### config.mk
export PLATFORM = sky130hd
export DESIGN_NAME = cramer3_seq_ctrl_flat
export DESIGN_NICKNAME = d
export VERILOG_FILES = /design/src/rtl/cramer3_seq_ctrl_if.sv /design/src/rtl/cramer3_seq_ctrl.sv /design/src/flat_wrapper.sv
export SDC_FILE = /design/constraint.sdc
export NUM_CORES = 2
export LEC_CHECK = 0
export CORE_MARGIN = 2
export CORE_UTILIZATION = 43
export CTS_CLUSTER_DIAMETER = 200
export DETAILED_ROUTE_END_ITERATION = 8
export PLACE_DENSITY = 0.6
export SLEW_MARGIN = 25
export SYNTH_ARGS = -nofsm -noshare
export SYNTH_HDL_FRONTEND = slang
export SYNTH_SLANG_ARGS = --single-unit
### constraint.sdc
create_clock -name clk -period 43.7 [get_ports clk]
set_input_delay 4.37 -clock clk [delete_from_list [all_inputs] [get_ports clk]]
set_output_delay 4.37 -clock clk [all_outputs]
set_load 0.01 [all_outputs]
### src/rtl/cramer3_seq_ctrl_if.sv
// Handshake and operand/result bundle between the operand source, the
// Cramer's-rule controller and the downstream display logic.
interface cramer3_seq_ctrl_if #(
  parameter int W = 12
);
  localparam int DW = 3 * W + 2;

  logic                 in_valid;
  logic                 in_ready;
  logic signed [W-1:0]  a11, a12, a13;
  logic signed [W-1:0]  a21, a22, a23;
  logic signed [W-1:0]  a31, a32, a33;
  logic signed [W-1:0]  c1, c2, c3;
  logic                 out_valid;
  logic                 out_ready;
  logic signed [DW-1:0] x, y, z;
  logic                 singular;
  logic                 busy;

  // Operand source / result consumer side
  modport master (
    output in_valid, a11, a12, a13, a21, a22, a23, a31, a32, a33, c1, c2, c3,
    output out_ready,
    input  in_ready, out_valid, x, y, z, singular, busy
  );

  // Controller side
  modport slave (
    input  in_valid, a11, a12, a13, a21, a22, a23, a31, a32, a33, c1, c2, c3,
    input  out_ready,
    output in_ready, out_valid, x, y, z, singular, busy
  );
endinterface

### src/rtl/cramer3_seq_ctrl.sv
// Sequential 3x3 Cramer's-rule solver: one shared 2x2-minor/MAC step per
// cycle builds D, Dx, Dy, Dz, then one restoring divider produces x, y, z.
module cramer3_seq_ctrl #(
  parameter int W = 12
) (
  input  logic              clk,
  input  logic              rst,
  cramer3_seq_ctrl_if.slave bus
);
  localparam int DW = 3 * W + 2;
  localparam int PW = 2 * W;
  localparam int MW = 2 * W + 1;
  localparam int CW = $clog2(DW);
  localparam logic [CW-1:0] LAST_BIT = CW'(DW - 1);

  typedef enum logic [2:0] {IDLE, MINOR, CHECK, DIV, DONE} state_t;

  state_t state, state_next;

  logic signed [W-1:0]  a_r [3][3];
  logic signed [W-1:0]  c_r [3];
  logic signed [DW-1:0] acc [4];
  logic [1:0]           grp;
  logic [1:0]           term;

  logic signed [W-1:0]  gm [3][3];
  logic signed [W-1:0]  row1_e, r2p, r2q, r3p, r3q;
  logic signed [PW-1:0] prod_pq, prod_qp;
  logic signed [MW-1:0] minor;
  logic signed [DW-1:0] term_val;

  logic [DW-1:0]        rem, quo, dvs;
  logic                 neg;
  logic [CW-1:0]        bit_cnt;
  logic [1:0]           div_sel;
  logic [1:0]           nxt_idx;
  logic [DW:0]          rem_sh, rem_sub;
  logic [DW-1:0]        rem_next, quo_next;
  logic signed [DW-1:0] q_signed;

  logic signed [DW-1:0] x_r, y_r, z_r;
  logic                 singular_r;

  logic                 d_zero;
  logic                 div_last;

  function automatic logic [DW-1:0] mag(input logic signed [DW-1:0] v);
    return v[DW-1] ? -v : v;
  endfunction

  assign d_zero   = (acc[0] == '0);
  assign div_last = (bit_cnt == LAST_BIT);
  assign nxt_idx  = div_sel + 2'd2;

  // Select the current group matrix, pick the minor operands for this term and form the signed MAC term
  always_comb begin
    for (int r = 0; r < 3; r++) begin
      for (int col = 0; col < 3; col++) begin
        gm[r][col] = (grp != 2'd0 && int'(grp) == col + 1) ? c_r[r] : a_r[r][col];
      end
    end
    row1_e = gm[0][0];
    r2p    = gm[1][1];
    r2q    = gm[1][2];
    r3p    = gm[2][1];
    r3q    = gm[2][2];
    case (term)
      2'd1: begin
        row1_e = gm[0][1];
        r2p    = gm[1][0];
        r2q    = gm[1][2];
        r3p    = gm[2][0];
        r3q    = gm[2][2];
      end
      2'd2: begin
        row1_e = gm[0][2];
        r2p    = gm[1][0];
        r2q    = gm[1][1];
        r3p    = gm[2][0];
        r3q    = gm[2][1];
      end
      default: ;
    endcase
    prod_pq  = PW'(r2p) * PW'(r3q);
    prod_qp  = PW'(r2q) * PW'(r3p);
    minor    = MW'(prod_pq) - MW'(prod_qp);
    term_val = DW'(row1_e) * DW'(minor);
  end

  // One restoring-division step on magnitudes, then re-apply the quotient sign
  always_comb begin
    rem_sh   = {rem, quo[DW-1]};
    rem_sub  = rem_sh - {1'b0, dvs};
    rem_next = rem_sub[DW] ? rem_sh[DW-1:0] : rem_sub[DW-1:0];
    quo_next = {quo[DW-2:0], ~rem_sub[DW]};
    q_signed = neg ? -signed'(quo_next) : signed'(quo_next);
  end

  // Next-state logic for the IDLE -> MINOR -> CHECK -> DIV -> DONE sequence
  always_comb begin
    state_next = state;
    case (state)
      IDLE:    if (bus.in_valid) state_next = MINOR;
      MINOR:   if (grp == 2'd3 && term == 2'd2) state_next = CHECK;
      CHECK:   state_next = d_zero ? DONE : DIV;
      DIV:     if (div_last && div_sel == 2'd2) state_next = DONE;
      DONE:    if (bus.out_ready) state_next = IDLE;
      default: state_next = IDLE;
    endcase
  end

  // State register
  always_ff @(posedge clk) begin
    if (rst) state <= IDLE;
    else     state <= state_next;
  end

  // Capture operands on accept, then accumulate one signed cofactor term per MINOR cycle
  always_ff @(posedge clk) begin
    if (state == IDLE && bus.in_valid) begin
      a_r[0][0] <= bus.a11; a_r[0][1] <= bus.a12; a_r[0][2] <= bus.a13;
      a_r[1][0] <= bus.a21; a_r[1][1] <= bus.a22; a_r[1][2] <= bus.a23;
      a_r[2][0] <= bus.a31; a_r[2][1] <= bus.a32; a_r[2][2] <= bus.a33;
      c_r[0] <= bus.c1;
      c_r[1] <= bus.c2;
      c_r[2] <= bus.c3;
      for (int i = 0; i < 4; i++) acc[i] <= '0;
      grp  <= 2'd0;
      term <= 2'd0;
    end else if (state == MINOR) begin
      if (term == 2'd1) acc[grp] <= acc[grp] - term_val;
      else              acc[grp] <= acc[grp] + term_val;
      if (term == 2'd2) begin
        term <= 2'd0;
        grp  <= grp + 2'd1;
      end else begin
        term <= term + 2'd1;
      end
    end
  end

  // Divider sequencing: load Dx/D at CHECK, then chain Dy/D and Dz/D as each finishes
  always_ff @(posedge clk) begin
    if (state == CHECK) begin
      rem     <= '0;
      quo     <= mag(acc[1]);
      dvs     <= mag(acc[0]);
      neg     <= acc[1][DW-1] ^ acc[0][DW-1];
      bit_cnt <= '0;
      div_sel <= 2'd0;
    end else if (state == DIV) begin
      if (div_last) begin
        rem     <= '0;
        quo     <= mag(acc[nxt_idx]);
        neg     <= acc[nxt_idx][DW-1] ^ acc[0][DW-1];
        bit_cnt <= '0;
        div_sel <= div_sel + 2'd1;
      end else begin
        rem     <= rem_next;
        quo     <= quo_next;
        bit_cnt <= bit_cnt + 1'b1;
      end
    end
  end

  // Result registers: singular short-cut at CHECK, quotients written as each division completes
  always_ff @(posedge clk) begin
    if (rst) begin
      x_r        <= '0;
      y_r        <= '0;
      z_r        <= '0;
      singular_r <= 1'b0;
    end else if (state == CHECK) begin
      singular_r <= d_zero;
      if (d_zero) begin
        x_r <= '0;
        y_r <= '0;
        z_r <= '0;
      end
    end else if (state == DIV && div_last) begin
      case (div_sel)
        2'd0:    x_r <= q_signed;
        2'd1:    y_r <= q_signed;
        default: z_r <= q_signed;
      endcase
    end
  end

  assign bus.in_ready  = (state == IDLE) && !rst;
  assign bus.out_valid = (state == DONE);
  assign bus.busy      = (state != IDLE);
  assign bus.x         = x_r;
  assign bus.y         = y_r;
  assign bus.z         = z_r;
  assign bus.singular  = singular_r;

endmodule

### src/flat_wrapper.sv
// flat-port wrapper written by rule: the top's interface ports become plain ports
module cramer3_seq_ctrl_flat 
#(
  parameter int W = 12
)
  (clk, rst, bus_in_valid, bus_a11, bus_a12, bus_a13, bus_a21, bus_a22, bus_a23, bus_a31, bus_a32, bus_a33, bus_c1, bus_c2, bus_c3, bus_out_ready, bus_in_ready, bus_out_valid, bus_x, bus_y, bus_z, bus_singular, bus_busy);
  cramer3_seq_ctrl_if #(.W(W)) bus_i ();
  input  logic clk;
  input  logic rst;
  input wire logic [$bits(bus_i.in_valid)-1:0] bus_in_valid;
  input wire logic [$bits(bus_i.a11)-1:0] bus_a11;
  input wire logic [$bits(bus_i.a12)-1:0] bus_a12;
  input wire logic [$bits(bus_i.a13)-1:0] bus_a13;
  input wire logic [$bits(bus_i.a21)-1:0] bus_a21;
  input wire logic [$bits(bus_i.a22)-1:0] bus_a22;
  input wire logic [$bits(bus_i.a23)-1:0] bus_a23;
  input wire logic [$bits(bus_i.a31)-1:0] bus_a31;
  input wire logic [$bits(bus_i.a32)-1:0] bus_a32;
  input wire logic [$bits(bus_i.a33)-1:0] bus_a33;
  input wire logic [$bits(bus_i.c1)-1:0] bus_c1;
  input wire logic [$bits(bus_i.c2)-1:0] bus_c2;
  input wire logic [$bits(bus_i.c3)-1:0] bus_c3;
  input wire logic [$bits(bus_i.out_ready)-1:0] bus_out_ready;
  output wire logic [$bits(bus_i.in_ready)-1:0] bus_in_ready;
  output wire logic [$bits(bus_i.out_valid)-1:0] bus_out_valid;
  output wire logic [$bits(bus_i.x)-1:0] bus_x;
  output wire logic [$bits(bus_i.y)-1:0] bus_y;
  output wire logic [$bits(bus_i.z)-1:0] bus_z;
  output wire logic [$bits(bus_i.singular)-1:0] bus_singular;
  output wire logic [$bits(bus_i.busy)-1:0] bus_busy;
  assign bus_i.in_valid = bus_in_valid;
  assign bus_i.a11 = bus_a11;
  assign bus_i.a12 = bus_a12;
  assign bus_i.a13 = bus_a13;
  assign bus_i.a21 = bus_a21;
  assign bus_i.a22 = bus_a22;
  assign bus_i.a23 = bus_a23;
  assign bus_i.a31 = bus_a31;
  assign bus_i.a32 = bus_a32;
  assign bus_i.a33 = bus_a33;
  assign bus_i.c1 = bus_c1;
  assign bus_i.c2 = bus_c2;
  assign bus_i.c3 = bus_c3;
  assign bus_i.out_ready = bus_out_ready;
  assign bus_in_ready = bus_i.in_ready;
  assign bus_out_valid = bus_i.out_valid;
  assign bus_x = bus_i.x;
  assign bus_y = bus_i.y;
  assign bus_z = bus_i.z;
  assign bus_singular = bus_i.singular;
  assign bus_busy = bus_i.busy;
  cramer3_seq_ctrl #(.W(W)) u_core (.clk(clk), .rst(rst), .bus(bus_i));
endmodule
==> flow_metrics.py <==
metrics = {
    "hold_path": {
        "worst_hold_path.endpoint": "u_core.bus.z[3]",
        "hold_start": "u_core.bus.z[3]",
        "timing.hold.worst.class": "flop to flop",
        "hold-path-cell-count": 2,
    },
    "yosys": {
        "yosys_warnings": 0,
        "synth-seq-cells": 543,
        "post_synthesis_instance_area_sq_um": 53370,
        "syn_area_per_cell_sq_um": 9.475,
        "yosysUniqueCellTypes": 96,
        "syn_nets": 6650,
        "postSynth.asyncResetShare_pct": 0,
        "ys_dominant_reg_cell": "edfxtp_1",
        "synthCells": 5633,
        "yosysSeqAreaShare_pct": 27.36,
        "number_of_flops_mapped_to_enable_cells_by_yosys": 373,
    },
    "clock_tree": {
        "post_cts.resized_instances": 0,
        "cts.reportedPaths.clkPinSlew_ps": 60,
        "ctsHtreeMaxLevel": 2,
        "tritoncts.num_buffers": 56,
        "ctsHoldBuffers": 0,
        "clock_tree.buffer_depth": 3,
        "tritoncts": "done",
        "post_cts_buffers": 0,
        "cts.sinks": 543,
        "cell_chosen_for_the_clock_root": "clkbuf_16",
        "clock_insertion_delay_worst_skew_ps": 660,
    },
    "setup_path": {
        "crit_path_frequent_cell": "fa_1",
        "r2r_cells": 56,
        "arrival_ps": 18210,
        "start_kind": "flop",
        "critPathMaxStageDelay_ps": 850,
        "worst_r2r_endpoint": "u_core.acc[1][33]",
        "critical_path_required_ps": 44060,
        "critPathMaxFanout": 66,
        "regToRegStartpoint": "u_core.term[0]",
        "end_kind": "flop",
        "r2r_slack_ps": 25850,
        "criticalPathCategory": "flop to flop",
        "critical_path.slowest_cell": "a211oi_1",
    },
    "cells_and_area": {
        "sequential_cell_area_sq_um": 14610,
        "fillCellCount": 11550,
        "multiInputGateArea_sq_um": 34860,
        "area_growth_syn_to_layout_pct": 12.34,
        "utilization_pct": 48.56,
        "nets": 6811,
        "postLayoutCellArea_sq_um": 59960,
        "post_route_cells_drive_above_1_share_pct": 6.336,
        "layout_commonest_cell": "inv_1",
        "most-common-layout-cells": "inv_1 (825), nand2_1 (617), fa_1 (599)",
    },
    "global_route": {
        "use_met3_pct": 2.813,
        "grt_start_max_net_pins": 83,
        "grt_pass1_wl_um": 251900,
        "grt.met1_usage_pct": 37.26,
        "grt_util_all_layers_pct": 25.61,
        "initial_antenna_violation_count": 4,
        "globalRoute.totalOverflow": 0,
        "grt_most_used_layer": "met2",
        "grtUsageMet2_pct": 41.11,
        "grt_pass1_vias": 41900,
    },
    "sta": {
        "max_slew_margin_pct": 24.75,
        "setup_viol_count_final": 0,
        "final.min_clock_period_ps": 17850,
        "rsz0062_at_grt": "no",
        "report.final.hold_viol_count": 0,
        "fin_setup_tns_ps": 0,
        "worst_pin_slew_ps": 1121,
        "clock_skew_ps": 38.66,
        "achievable-frequency_mhz": 56.03,
        "layout_worst_path_cycle_share_pct": 40.84,
        "slew_viol_final": 0,
    },
    "drt": {
        "post_route_antenna_net_violation_count": 0,
        "totalWireLength_um": 160700,
        "route.detailed.wl_per_inst_um": 21.49,
        "post-route-drc-count": 0,
        "drt_first_pass_iters": 6,
        "vias_per_cell": 5.596,
        "vias": 41850,
        "detailedRoute.firstIterationViolations": 3651,
    },
    "floorplan": {
        "core_sq_um": 123500,
        "die_y_um": 356.3,
        "die_w_um": 356.3,
        "initial_core_util_pct": 43.22,
        "area_of_the_die_sq_um": 127000,
        "placement_rows": 129,
        "pin_count": 266,
    },
    "status": {
        "outcome": "completed",
    },
    "flow_run": {
        "cap_viol_max_count": 0,
    },
    "placement": {
        "dpl.hpwl_um": 127400,
        "routabilityCongestion": 0.9270,
        "place.port_buffers": 265,
        "placed_area_sq_um": 57950,
    },
}
## area by class of cell
type | instances | share of cell area (%)
clock inverter | 25 | 0.6741
sequential | 543 | 24.37
timing repair buffer | 357 | 5.578
multi-input combinational | 4008 | 58.15
antenna | 2 | 0.008348
clock buffer | 79 | 2.619
tap | 1637 | 3.416
inverter | 828 | 5.192
## state kept, by name, indices dropped and copies added (netlist names), named ones only
name	count
u_core.quo	38
u_core.acc	152
u_core.bus.x	38
u_core.bus.singular	1
u_core.bus.y	38
u_core.rem	38
u_core.bit_cnt	6
u_core.grp	2
u_core.dvs	38
u_core.neg	1
u_core.bus.z	38
u_core.state	3
u_core.a_r	108
u_core.c_r	36
u_core.div_sel	2
u_core.term	2
## cells by family (layout without fill, tap and decap cells)
family | Yosys count | in the layout | synth area share (%)
xor gates and xnor gates | 289 | 289 | 4.797
and+or+nand+nor | 1706 | 1706 | 14.52
other | 0 | 2 | 0
adders and majority gates | 869 | 869 | 28.80
DFF | 543 | 543 | 27.36
muxes | 196 | 196 | 5.497
AOI/OAI and AO/OA | 948 | 948 | 11.38
buffers and inverters | 1082 | 1289 | 7.643
## per-stage QoR
step,worst slack (ps),cells,hold WS (ps)
final,25850,7479,452.4
after global routing,24780,7477,474.9
after CTS,26050,7477,453.7
after detailed placement,26060,7373,445.1
after global placement,26200,7373,440.6
after floorplan,27860,5633,450.1
## Yosys cell counts, drive strengths merged, types with 25 or more instances
| library cell | n | area share, % |
|---|---|---|
| nand4 | 41 | 0.48 |
| buf | 50 | 0.38 |
| dfxtp | 170 | 6.4 |
| or2 | 25 | 0.29 |
| ha | 270 | 6.3 |
| a21o | 50 | 0.70 |
| fa | 599 | 22 |
| o21a | 61 | 0.86 |
| mux2i | 94 | 1.8 |
| and2 | 75 | 0.88 |
| mux4 | 75 | 3.2 |
| or4 | 37 | 0.52 |
| xor2 | 119 | 2.0 |
| nor3 | 81 | 0.78 |
| nand2b | 67 | 0.79 |
| nor2b | 34 | 0.40 |
| nand2 | 623 | 4.4 |
| nor2 | 529 | 3.7 |
| a31oi | 31 | 0.39 |
| or3 | 33 | 0.40 |
| o21ai | 268 | 2.5 |
| xnor2 | 168 | 2.8 |
| inv | 828 | 5.8 |
| clkbuf | 204 | 1.4 |
| nand3 | 81 | 0.76 |
| edfxtp | 373 | 21 |
| mux2 | 27 | 0.57 |
| a21oi | 257 | 2.4 |
| o31ai | 50 | 0.70 |
| o211ai | 36 | 0.51 |
## worst max-delay path, delay by kind of cell (launching register included)
family	cells	cell delay [ps]
compound gates	14	5130
fa+ha+maj	16	7370
buf+inv	11	1170
flops	1	350
xor+xnor	2	760
simple gates	13	2700
## worst max path at each step
stage	slack, ps	from	endpoint	cells past startpoint
4_1_cts	26050	u_core.term[1]	u_core.acc[1][33]	56
5_1_grt	24780	u_core.term[0]	u_core.acc[1][32]	56
2_1_floorplan	27860	u_core.grp[1]	u_core.acc[0][34]	55
3_5_place_dp	26060	u_core.term[1]	u_core.acc[1][33]	56
6_report	25850	u_core.term[0]	u_core.acc[1][33]	56
3_3_place_gp	26200	u_core.term[0]	u_core.acc[2][32]	53
## routing by layer
layer,vias up,wire length (um)
li1,19140,-
met3,189,11140
met4,2,3630
met1,21070,72290
met5,-,13
met2,1458,73680
Power is left out: the tool's default activity adds up to more than one toggle a clock period on the data nets, which glitch-free logic cannot reach.
